--- src/rtl/switch_pkg.sv ---
// Shared switch definitions: port address type, port count, default packet layout.
package switch_pkg;

    localparam int NUM_PORTS  = 4;
    localparam int PKT_DATA_W = 8;

    typedef logic [1:0] port_addr_t;

    typedef struct packed {
        port_addr_t            target;
        logic [PKT_DATA_W-1:0] data;
    } packet_t;

endpackage

--- src/rtl/ingress_fifo_mem.sv ---
// Ingress FIFO storage: DEPTH packed packet entries, one write port, one
// asynchronous read port. Contents are not reset.
module ingress_fifo_mem
    import switch_pkg::*;
#(
    parameter int DEPTH = 4,
    parameter int WIDTH = $bits(packet_t)
) (
    input  logic                     clk,
    input  logic                     wr_en,
    input  logic [$clog2(DEPTH)-1:0] wr_addr,
    input  logic [WIDTH-1:0]         wr_pkt,
    input  logic [$clog2(DEPTH)-1:0] rd_addr,
    output logic [WIDTH-1:0]         rd_pkt
);

    logic [WIDTH-1:0] mem [DEPTH];

    // Store the incoming packet at the write pointer.
    always_ff @(posedge clk) begin
        if (wr_en) begin
            mem[wr_addr] <= wr_pkt;
        end
    end

    // Head entry read straight out of the registered array.
    always_comb begin
        rd_pkt = mem[rd_addr];
    end

endmodule

--- src/rtl/port_ingress_buffer.sv ---
// Per-port ingress buffer: accepts upstream packets into a FIFO, drops
// self-addressed ones, and presents the head entry to the switch.
// Optional statistics counters are built when INGRESS_STATS_EN is defined.
module port_ingress_buffer
    import switch_pkg::*;
#(
    parameter int PORT_ID = 0,
    parameter int DATA_W  = 8,
    parameter int DEPTH   = 4
) (
    input  logic                     clk,
    input  logic                     rst,
    input  logic                     up_valid,
    output logic                     up_ready,
    input  logic [1:0]               up_target,
    input  logic [DATA_W-1:0]        up_data,
    output logic                     sw_valid,
    input  logic                     sw_ready,
    output logic [1:0]               sw_source,
    output logic [1:0]               sw_target,
    output logic [DATA_W-1:0]        sw_data,
    output logic [$clog2(DEPTH):0]   level
`ifdef INGRESS_STATS_EN
    ,
    output logic [15:0]              drop_cnt,
    output logic [15:0]              fwd_cnt
`endif
);

    localparam int         AW  = $clog2(DEPTH);
    localparam int         LW  = AW + 1;
    localparam port_addr_t SRC = port_addr_t'(PORT_ID % NUM_PORTS);

    typedef struct packed {
        port_addr_t        target;
        logic [DATA_W-1:0] data;
    } pkt_t;

    localparam int PW = $bits(pkt_t);

    logic [AW-1:0] wr_ptr;
    logic [AW-1:0] rd_ptr;
    logic          push_acc;
    logic          self_addr;
    logic          store;
    logic          pop;
    pkt_t          wr_pkt;
    pkt_t          head;
    logic [PW-1:0] head_bits;

    // Handshake decode; up_ready depends only on the registered level.
    always_comb begin
        up_ready  = (level != LW'(DEPTH));
        sw_valid  = (level != '0);
        push_acc  = up_valid && up_ready;
        self_addr = (up_target == SRC);
        store     = push_acc && !self_addr;
        pop       = sw_valid && sw_ready;
        wr_pkt    = '{target: up_target, data: up_data};
        head      = pkt_t'(head_bits);
        sw_source = SRC;
        sw_target = head.target;
        sw_data   = head.data;
    end

    // Pointer and occupancy tracking; pointers wrap through the power-of-two width.
    always_ff @(posedge clk) begin
        if (rst) begin
            wr_ptr <= '0;
            rd_ptr <= '0;
            level  <= '0;
        end else begin
            if (store) begin
                wr_ptr <= wr_ptr + 1'b1;
            end
            if (pop) begin
                rd_ptr <= rd_ptr + 1'b1;
            end
            case ({store, pop})
                2'b10:   level <= level + 1'b1;
                2'b01:   level <= level - 1'b1;
                default: level <= level;
            endcase
        end
    end

    ingress_fifo_mem #(
        .DEPTH (DEPTH),
        .WIDTH (PW)
    ) u_mem (
        .clk     (clk),
        .wr_en   (store),
        .wr_addr (wr_ptr),
        .wr_pkt  (wr_pkt),
        .rd_addr (rd_ptr),
        .rd_pkt  (head_bits)
    );

`ifdef INGRESS_STATS_EN
    // Saturating drop and forward statistics.
    always_ff @(posedge clk) begin
        if (rst) begin
            drop_cnt <= '0;
            fwd_cnt  <= '0;
        end else begin
            if (push_acc && self_addr && (drop_cnt != '1)) begin
                drop_cnt <= drop_cnt + 1'b1;
            end
            if (pop && (fwd_cnt != '1)) begin
                fwd_cnt <= fwd_cnt + 1'b1;
            end
        end
    end
`endif

endmodule

--- config.mk ---
export PLATFORM = sky130hd
export DESIGN_NAME = port_ingress_buffer
export DESIGN_NICKNAME = d
export VERILOG_FILES = /design/src/rtl/switch_pkg.sv /design/src/rtl/ingress_fifo_mem.sv /design/src/rtl/port_ingress_buffer.sv
export SDC_FILE = /design/constraint.sdc
export NUM_CORES = 1
export LEC_CHECK = 0
export ABC_CLOCK_PERIOD_IN_PS = 2800
export CORE_MARGIN = 5
export CORE_UTILIZATION = 55
export CTS_BUF_LIST = sky130_fd_sc_hd__clkbuf_4 sky130_fd_sc_hd__clkbuf_8
export DETAILED_ROUTE_END_ITERATION = 8
export PLACE_DENSITY = 0.81
export SYNTH_ARGS = -nofsm -noshare
export SYNTH_HDL_FRONTEND = slang
export SYNTH_SLANG_ARGS = --single-unit
--- constraint.sdc ---
create_clock -name clk -period 2.8 [get_ports clk]
set_clock_uncertainty 0.15 [all_clocks]
set_input_delay 0.42 -clock clk [delete_from_list [all_inputs] [get_ports clk]]
set_output_delay 0.42 -clock clk [all_outputs]
set_load 0.005 [all_outputs]
==> results.cfg, run 1 <==
[cts]
clk_pin_slew_worst_paths_ns = 0.13
cts_buffer_depth = 2
cts_tree = yes
cts_root_buf = clkbuf_4
insertion_delay_ns = 0.35
hold_buffers = 0
cts_sinks = 49
post_cts_resized = 0
cts_buffers = 5
post_cts_buffers = 0
h-tree-depth = 2

[grt]
overflow = 0
grt_pass1_wl_um = 5299
first_global_vias = 1094
antenna_found_initial = 0
use_met1_pct = 16.13
track_usage_pct = 14.72
grt_max_degree = 16
use_met2_pct = 25.92
busiest_layer = met2
grtUsageMet3_pct = 4.058

[setup_path]
cp-start-kind = flip-flop
cp_max_fo = 10
end_kind = primary output
critPathArrivalTime_ns = 1.93
path_class = flip-flop to primary output
required_ns = 2.23
r2r-start = level[0]
rr_worst_depth = 9
rrSetupSlack_ns = 0.59

[drt]
via_per_inst = 5.174
routed_wl_um = 3164
vias = 983
wl_per_cell_um = 16.65
drtIter0Drc = 28
drtPass1Iterations = 4
remaining_drc_errors = 0
postRouteAntennaNets = 0

[min_path]
holdPathStages = 2
hold_path.class = flip-flop to flip-flop
holdCritStartpoint = wr_ptr[1]

[finish]
area_growth_pct = 20.14
drive_gt1_share_pct = 22.22
insertedDiodeCount = 0
final_area_um2 = 2366
nFillCells = 229
nNetsFinal = 163

[sta]
fin_crit_sh_pct = 89.38
rsz0062_at_grt = no
maxSlewViolCount = 0
finalSetupTns_ns = 0
layout_setup_ws_ns = 0.2975
max_freq_mhz = 399.6
layout_min_cycle_time_ns = 2.503
whs_ns = 0.3966
setup_violations = 0
finalHoldViolCount = 0

[pwr]
power_leakage_nw = 0.7900
finalPower_mw = 1.899
powerDensity_nw_per_um2 = 802.5
ir_drop_v = 0.0005916

[yosys]
ys_types = 27
synth_seq_area_share_pct = 70.14
synth_top_area_cell = edfxtp_1
synth.top_cell.area_share_pct = 60.99
avgSynthCellArea_um2 = 18.24
syn-instance-count = 108
ys_warn_count = 0
synth_top_cells_by_area = edfxtp_1 61%, mux4_2 11%, dfxtp_1 9.1%
syn_area_um2 = 1969
synth-seq-cells = 49

[floorplan]
start_util_pct = 58.10
io_pins = 31
die-area_um2 = 4878
fp.dieW_um = 69.84
die_h_um = 69.84
core-area_um2 = 3390
fp-row-count = 21

[place]
dp_hpwl_um = 2273
place_area_um2 = 2306
io_buffers = 28
place_ws_ns = 0.06560
gp_congestion = 0.7693

[flow_run]
cap_violations = 0

[status]
status = complete, no violations
[cell type report]
cell class	instances	area [um^2]	share of cell area, %
flip-flops and latches	49	1381	58.38
inverters	6	22.52	0.9519
clock buffers	6	45.04	1.904
multi-input cells	49	534.3	22.58
repair buffers	32	310.3	13.11
well taps	46	57.56	2.433
clock inverters	2	15.01	0.6346
[critical path, cell delays in order, from the launching register on]
cell and delay, ns:
dfxtp_1 0.35, buf_4 0.23, mux4_2 0.55, clkdlybuf4s50_1 0.46
[registers in the layout, indices dropped and copies added (netlist names), named ones only]
| name | cells |
|---|---|
| level | 3 |
| rd_ptr | 2 |
| wr_ptr | 2 |
| u_mem.mem | 40 |
[logic make-up after synthesis]
family | count (synthesis) | synth area share (%)
compound gates | 7 | 2.796
fa+ha+maj | 6 | 4.193
other cells | 1 | 0.1904
xor+xnor | 4 | 2.161
mux | 12 | 12.71
simple gates | 18 | 4.892
buf+inv | 11 | 2.922
flops | 49 | 70.14
[power breakdown]
group,total [mW],internal [mW],switching (mW),leakage [nW]
Combinational,0.640,0.390,0.251,0.323
Clock,0.319,0.108,0.211,0.0279
Sequential,0.939,0.871,0.0686,0.439
[cells in the mapped netlist (all sizes together)]
| master | instances |
|---|---|
| a21oi | 3 |
| conb | 1 |
| nand2b | 2 |
| inv | 6 |
| mux2i | 1 |
| or3 | 2 |
| nor2 | 9 |
| clkbuf | 2 |
| mux4 | 10 |
| fa | 1 |
| ha | 5 |
| and2 | 4 |
| o31a | 1 |
| xnor2 | 1 |
| edfxtp | 40 |
| mux2 | 1 |
| o21ai | 2 |
| o311ai | 1 |
| buf | 3 |
| dfxtp | 9 |
| nand2 | 1 |
| xor2 | 3 |
[through the flow]
step | cells | util, %
finish | 190 | 69.80
global route | 190 | 69.80
CTS | 190 | 69.80
detailed placement | 182 | 68.03
global placement | 182 | 68.03
floorplan | 109 | -
[final timing paths]
path                      to
hold / removal     wr_ptr[1]
setup / recovery  sw_data[2]
hold reg to reg    wr_ptr[1]
setup reg to reg    level[2]
[layout by cell type, fill, tap and decap left out]
cell	instances
mux2_4	1
xnor2_2	1
or3_1	1
o311ai_1	1
nor2_1	8
a21oi_4	1
o31a_2	1
mux4_2	10
a21oi_1	2
o21ai_0	2
inv_1	6
dfxtp_1	9
nand2_1	1
conb_1	2
and2_2	4
edfxtp_1	40
buf_4	4
or3_2	1
nor2_2	1
ha_1	5
xor2_1	3
fa_1	1
mux2i_1	1
clkbuf_4	6
clkdlybuf4s50_1	28
nand2b_1	2
clkinvlp_4	2
[metal layers]
layer  share of wire, %  routed length, um
met1                 40               1252
met3                4.2                132
met2                 54               1704
met5                  0                  0
met4                2.4                 75
No activity file was read; power rests on OpenSTA's default activity.
==> inputs of run 2 (changes only) <==
- TNS_END_PERCENT: not set -> 1
==> results of run 2 <==
Final layout, timing and power as in run 1 (identical DEF).
==> inputs of run 3 (changes only) <==
- CAP_MARGIN: not set -> 5
==> results of run 3 <==
Final layout, timing and power as in run 1 (identical DEF).
